==> src/rtl/counter_arbiter_pkg.sv <==
// Shared definitions for the counter arbiter slice.
//   state_t        : arbiter FSM states (IDLE, COUNT, DONE)
//   CNT_W_DEFAULT  : default width of the shared interval counter
package counter_arbiter_pkg;

  typedef enum logic [1:0] {
    IDLE  = 2'd0,
    COUNT = 2'd1,
    DONE  = 2'd2
  } state_t;

  localparam int CNT_W_DEFAULT = 4;

endpackage

==> src/rtl/interval_counter.sv <==
// Loadable down-counter shared by all requesters of the arbiter.
// Ports:
//   clock_i    : clock, rising edge
//   reset_i    : asynchronous active-low reset, clears the count to 0
//   load_i     : load load_val_i (has priority over dec_i)
//   load_val_i : value to load
//   dec_i      : decrement by one; the count saturates at 0
//   data_o     : current count
module interval_counter
  import counter_arbiter_pkg::*;
#(
  parameter int W = CNT_W_DEFAULT
) (
  input  logic         clock_i,
  input  logic         reset_i,
  input  logic         load_i,
  input  logic [W-1:0] load_val_i,
  input  logic         dec_i,
  output logic [W-1:0] data_o
);

  always_ff @(posedge clock_i or negedge reset_i) begin
    if (!reset_i) begin
      data_o <= '0;
    end else if (load_i) begin
      data_o <= load_val_i;
    end else if (dec_i && (data_o != '0)) begin
      data_o <= data_o - 1'b1;
    end
  end

endmodule

==> src/rtl/counter_arbiter.sv <==
// Round-robin arbiter that grants one requester at a time an interval of
// len+1 cycles timed by a shared down-counter, followed by a one-cycle
// completion pulse.
// Ports:
//   clock_i : clock, rising edge
//   reset_i : asynchronous active-low reset
//   req_i   : per-requester level request
//   len_i   : per-requester interval length, slice k = [k*CNT_W +: CNT_W]
//   gnt_o   : one-hot grant, high while the owner's interval runs
//   done_o  : one-hot, one-cycle completion pulse to the owner
//   busy_o  : high whenever the FSM is not in IDLE
//   cnt_o   : current value of the shared counter
//   state_o : FSM state, for debug and checkers
//
// Handshake: a requester raises req_i[k] and holds it; gnt_o[k] rises when
// it wins. Holding req_i[k] until done_o[k] pulses completes the interval;
// dropping req_i[k] while granted aborts it with no done_o pulse. Requests
// and lengths of non-owners are ignored until the FSM returns to IDLE.
module counter_arbiter
  import counter_arbiter_pkg::*;
#(
  parameter int NUM_REQ = 2,
  parameter int CNT_W   = CNT_W_DEFAULT
) (
  input  logic                     clock_i,
  input  logic                     reset_i,
  input  logic [NUM_REQ-1:0]       req_i,
  input  logic [NUM_REQ*CNT_W-1:0] len_i,
  output logic [NUM_REQ-1:0]       gnt_o,
  output logic [NUM_REQ-1:0]       done_o,
  output logic                     busy_o,
  output logic [CNT_W-1:0]         cnt_o,
  output state_t                   state_o
);

  localparam int PTR_W = (NUM_REQ > 1) ? $clog2(NUM_REQ) : 1;

  state_t             state_q;
  logic [PTR_W-1:0]   ptr_q;
  logic [PTR_W-1:0]   owner_q;

  logic [PTR_W-1:0]   win_idx;
  logic [NUM_REQ-1:0] win_onehot;
  logic [CNT_W-1:0]   win_len;
  logic               any_req;
  logic               owner_req;
  logic               cnt_zero;
  logic               cnt_load;
  logic               cnt_dec;

  // Round-robin search starting at ptr+1. Walking the offsets from the
  // farthest back to the nearest lets the nearest requesting index win.
  always_comb begin : rr_select
    int cand;
    cand    = 0;
    win_idx = '0;
    for (int i = NUM_REQ; i >= 1; i--) begin
      cand = int'(ptr_q) + i;
      if (cand >= NUM_REQ) cand = cand - NUM_REQ;
      if (req_i[cand[PTR_W-1:0]]) win_idx = cand[PTR_W-1:0];
    end
  end

  always_comb begin : win_decode
    win_onehot = '0;
    win_len    = '0;
    for (int k = 0; k < NUM_REQ; k++) begin
      if (win_idx == PTR_W'(k)) begin
        win_onehot[k] = 1'b1;
        win_len       = len_i[k*CNT_W +: CNT_W];
      end
    end
  end

  assign any_req   = |req_i;
  assign owner_req = req_i[owner_q];
  assign cnt_zero  = (cnt_o == '0);
  assign cnt_load  = (state_q == IDLE) && any_req;
  assign cnt_dec   = (state_q == COUNT) && owner_req && !cnt_zero;

  interval_counter #(
    .W (CNT_W)
  ) u_interval_counter (
    .clock_i    (clock_i),
    .reset_i    (reset_i),
    .load_i     (cnt_load),
    .load_val_i (win_len),
    .dec_i      (cnt_dec),
    .data_o     (cnt_o)
  );

  always_ff @(posedge clock_i or negedge reset_i) begin
    if (!reset_i) begin
      state_q <= IDLE;
      gnt_o   <= '0;
      done_o  <= '0;
      ptr_q   <= PTR_W'(NUM_REQ - 1);
      owner_q <= '0;
    end else begin
      case (state_q)
        IDLE: begin
          if (any_req) begin
            state_q <= COUNT;
            gnt_o   <= win_onehot;
            owner_q <= win_idx;
          end
        end
        COUNT: begin
          if (!owner_req) begin
            // Abort: release without a completion pulse.
            state_q <= IDLE;
            gnt_o   <= '0;
            ptr_q   <= owner_q;
          end else if (cnt_zero) begin
            state_q <= DONE;
            done_o  <= gnt_o;
            gnt_o   <= '0;
          end
        end
        DONE: begin
          state_q <= IDLE;
          done_o  <= '0;
          ptr_q   <= owner_q;
        end
        default: begin
          state_q <= IDLE;
          gnt_o   <= '0;
          done_o  <= '0;
        end
      endcase
    end
  end

  assign busy_o  = (state_q != IDLE);
  assign state_o = state_q;

endmodule

==> config.mk <==
export PLATFORM = sky130hd
export DESIGN_NAME = counter_arbiter
export DESIGN_NICKNAME = d
export VERILOG_FILES = /design/src/rtl/counter_arbiter_pkg.sv /design/src/rtl/interval_counter.sv /design/src/rtl/counter_arbiter.sv
export SDC_FILE = /design/constraint.sdc
export NUM_CORES = 1
export LEC_CHECK = 0
export CORE_ASPECT_RATIO = 1.2
export CORE_MARGIN = 4
export CORE_UTILIZATION = 40
export CTS_CLUSTER_DIAMETER = 50
export CTS_CLUSTER_SIZE = 25
export DETAILED_ROUTE_END_ITERATION = 7
export PLACE_DENSITY = 0.73
export SETUP_SLACK_MARGIN = 0.4
export SYNTH_ARGS = -nofsm -noshare
export SYNTH_HDL_FRONTEND = slang
export SYNTH_SLANG_ARGS = --single-unit
==> constraint.sdc <==
create_clock -name clock_i -period 2.4 [get_ports clock_i]
set_clock_uncertainty 0.1 [all_clocks]
set_input_delay 0.48 -clock clock_i [delete_from_list [all_inputs] [get_ports clock_i]]
set_output_delay 0.48 -clock clock_i [all_outputs]
set_load 0.02 [all_outputs]
==> impl_summary.md <==
Clock network
Gates resized during post-CTS repair numbered 4. The root buffer cell chosen for the clock tree is sky130_fd_sc_hd__clkbuf_4. The count of hold-fix buffers inserted at cts is 0.

Clock-pin slew was measured on the worst setup and hold paths at 80 ps. The clock tree from TritonCTS is done. The total setup buffers inserted after CTS is 0.

The clock buffer count from CTS is 3. Clock tree synthesis found a total of 12 sinks. The clock passes through at most 2 buffers. The number of levels in the clock H-tree is 1. Clock latency on the worst-skew pair, taken at its later pin, is 280 ps.

Synth
In the post-synthesis netlist, the biggest area contributors are sky130_fd_sc_hd__dfrtp_1 39%, sky130_fd_sc_hd__mux2i_1 7.2%, sky130_fd_sc_hd__dfstp_2 3.8%. The total of warnings raised by yosys is 0. The synthesized netlist contains 31 unique library cells. The area share of the largest cell type after synthesis is 39.50%. The count of state elements after synthesis is 12. The biggest area contributor in the post-synthesis netlist is sky130_fd_sc_hd__dfrtp_1.

For this run, the register share of the synthesized area comes to 43.27%. The net count after synthesis is 86. The post-synthesis average cell area is 9.547 sq um.

The cell area after technology mapping is 696.9 sq um. The post-synthesis cell count is 73.

Floorplanning
Measured along the x axis, the die boundary spans 46.11 um. The initial core utilization is 42.45%. The I/O pin count is 23. In this run the vertical extent of the chip is 53.73 um. The floorplan step defined a die boundary enclosing 2477 sq um. The area of the placeable core is 1642 sq um. The standard-cell row count is 16.

Drt
The number of design rule violations left after detail routing is 0. The number of optimization iterations in the first detailed-route pass is 4. The final routed wirelength across all metal layers is 1604 um.

Detailed routing inserted a total of 663 vias. Using the TritonRoute via totals, the vias-per-cell ratio works out to 5.667. The count of nets left with antenna violations once routing finished came out at 0.

In this run, the number of DRC markers left after iteration 0 of detailed routing was 16. Dividing the detail-routed wire length by the instance count gives 13.71 um.

Placement
The detailed-placement wirelength estimate is 1240 um. Routability-driven placement finished with a final weighted congestion of 0.8289. In this run the tool buffered the top-level ports with 22 buffer cells. Once placement completed, the tool counted placed cells totaling 113. The area after detailed placement is 947.2 sq um.

Global routing
The first-pass GRT wire length is 2794 um. Global routing used 15.53% of the available tracks across all layers. Entering global routing, the biggest net connects 13 pins.

The total overflow left after global routing is 0. The via count of the first global-routing pass was 685. The initial antenna violation count was 0.

STA
Setup repair after global routing left no endpoint under its margin. After layout, the worst path uses 80.64% of the clock period. After routing, the total negative slack on setup checks comes to 0 ps. For this run, the top clock speed supported by timing is 0.5167 GHz.

Setup violations remaining at the end of the flow were counted as 0. The final critical path time including I/O delays and setup is 1935 ps. The worst pin sits at a relative slew slack of 63.95%. The slew at the pin with the worst max-slew slack is 539.0 ps. The count of pins over their slew limit is 0. The number of hold-slack violations in the final timing report is 0.

Worst setup path
Walking the worst path, the cells encountered are clkdlybuf4s50_1. The maximum fanout encountered on the critical timing path is 6. The worst register-to-register path has a setup slack of 600 ps.

STA classifies the critical path startpoint as a flip-flop. The data required time of the worst path is 1820 ps. The worst-path cell with the longest stage delay is sky130_fd_sc_hd__clkdlybuf4s50_1. By startpoint and endpoint, the worst setup path is classified as flip-flop to output pin. STA puts the critical path data arrival time at 1360 ps. The critical path's largest stage delay is 630 ps. The critical path's top delay family is buffers and inverters.

Together, buffers and inverters on the worst path number 1. The critical path endpoint category is an output pin.

Cells and area
The number of nets in the finished design is 113. 0 antenna diodes ended up in the layout. The cell area after layout is 994.7 sq um.

Measured on the finished design, the core utilization comes to 60.59%. The non-filler instance count after layout is 117. From synthesis to final layout, the design area changed by 42.73%. In the layout the commonest cells are 18 x sky130_fd_sc_hd__clkdlybuf4s50_1, 10 x sky130_fd_sc_hd__dfrtp_1, 7 x sky130_fd_sc_hd__inv_1. The layout cell share with drive strength beyond 1 is 12.12%. The leading cell type in the layout, fill and taps excluded is sky130_fd_sc_hd__clkdlybuf4s50_1.

Pwr
The total power per unit cell area is 1199 nW/um^2. Across the VDD grid, the largest voltage drop is 0.5342 mV. The analysis attributes to cell leakage a power of 0.0004768 uW.

Flow run
The max-cap check violation count is 0.

Run status
The flow ran to the end, and the final reports show no timing, DRC or antenna violations.

Min path
The worst hold-check path type is flip-flop to flip-flop.
cell families after synthesis:
logic type,after synthesis,synth area share (%)
xor+xnor,1,1.257
fa+ha+maj,1,1.795
compound gates,20,20.83
buf+inv,10,5.925
mux,6,9.335
flops,12,43.27
simple gates,23,17.59
routing by layer:
metal  global-route usage [%]  wire, um
met4                    12.80        48
met3                    2.341       120
met5                        0         0
met2                    25.23       784
met1                    17.43       650
state kept, by name, indices dropped and copies added (netlist names):
name and cells:
done_o 2, gnt_o 2, owner_q 1, ptr_q 1, state_o 2, u_interval_counter.data_o 4
final timing paths:
kind,from,endpoint,depth (start not counted)
max in group asynchronous,reset_i,state_o[1],1
min in group asynchronous,reset_i,state_o[0],1
hold reg to reg,done_o[0],done_o[0],2
hold / removal,done_o[0],done_o[0],2
setup reg to reg,u_interval_counter.data_o[0],u_interval_counter.data_o[1],6
setup / recovery,u_interval_counter.data_o[3],cnt_o[3],1
where the power goes:
part | internal (uW) | switching [uW] | leakage (uW)
Sequential | 297 | 97.7 | 0.000145
Combinational | 316 | 316 | 0.000311
Clock | 92.4 | 73.6 | 0.0000210
synth_stat cells:
cell,number
sky130_fd_sc_hd__dfrtp_1,11
sky130_fd_sc_hd__nor3b_1,1
sky130_fd_sc_hd__xnor2_1,1
sky130_fd_sc_hd__nor2_1,7
sky130_fd_sc_hd__nand2_1,4
sky130_fd_sc_hd__nand2b_1,2
sky130_fd_sc_hd__and4b_1,1
sky130_fd_sc_hd__mux2i_1,5
sky130_fd_sc_hd__mux2_4,1
sky130_fd_sc_hd__o21ai_1,2
sky130_fd_sc_hd__ha_1,1
sky130_fd_sc_hd__o211ai_1,2
sky130_fd_sc_hd__a21oi_1,3
sky130_fd_sc_hd__a211oi_1,1
sky130_fd_sc_hd__buf_2,3
sky130_fd_sc_hd__a32o_1,1
sky130_fd_sc_hd__a21o_1,1
sky130_fd_sc_hd__o22ai_1,3
sky130_fd_sc_hd__nand3_1,1
sky130_fd_sc_hd__o21ai_0,1
sky130_fd_sc_hd__or3b_1,1
sky130_fd_sc_hd__or3_1,2
sky130_fd_sc_hd__dfstp_2,1
sky130_fd_sc_hd__and2_1,1
sky130_fd_sc_hd__a22o_1,1
sky130_fd_sc_hd__o21bai_1,1
sky130_fd_sc_hd__a32oi_1,1
sky130_fd_sc_hd__a311o_1,2
sky130_fd_sc_hd__nor2b_1,3
sky130_fd_sc_hd__inv_1,7
sky130_fd_sc_hd__a21boi_2,1
cell type report:
| class | instances | area [sq um] |
|---|---|---|
| Timing Repair Buffer | 25 | 245.2 |
| Tap cell | 18 | 22.52 |
| Inverter | 7 | 26.28 |
| Multi-Input combinational cell | 51 | 361.6 |
| Sequential cell | 12 | 302.8 |
| Fill cell | 142 | 646.9 |
| Clock buffer | 4 | 36.28 |
through the flow:
step / worst slack, ps / total power, uW / hold WS [ps]
floorplan: 518.6 / 772.5 / 84.41
global placement: 240.9 / 1020 / 410.0
detailed placement: 175.8 / 1037 / 414.8
CTS: 401.1 / 1196 / 433.0
global route: 423.3 / 1286 / 494.6
finish: 464.7 / 1193 / 425.5
Note: power is estimated with default switching activity, not from simulation.
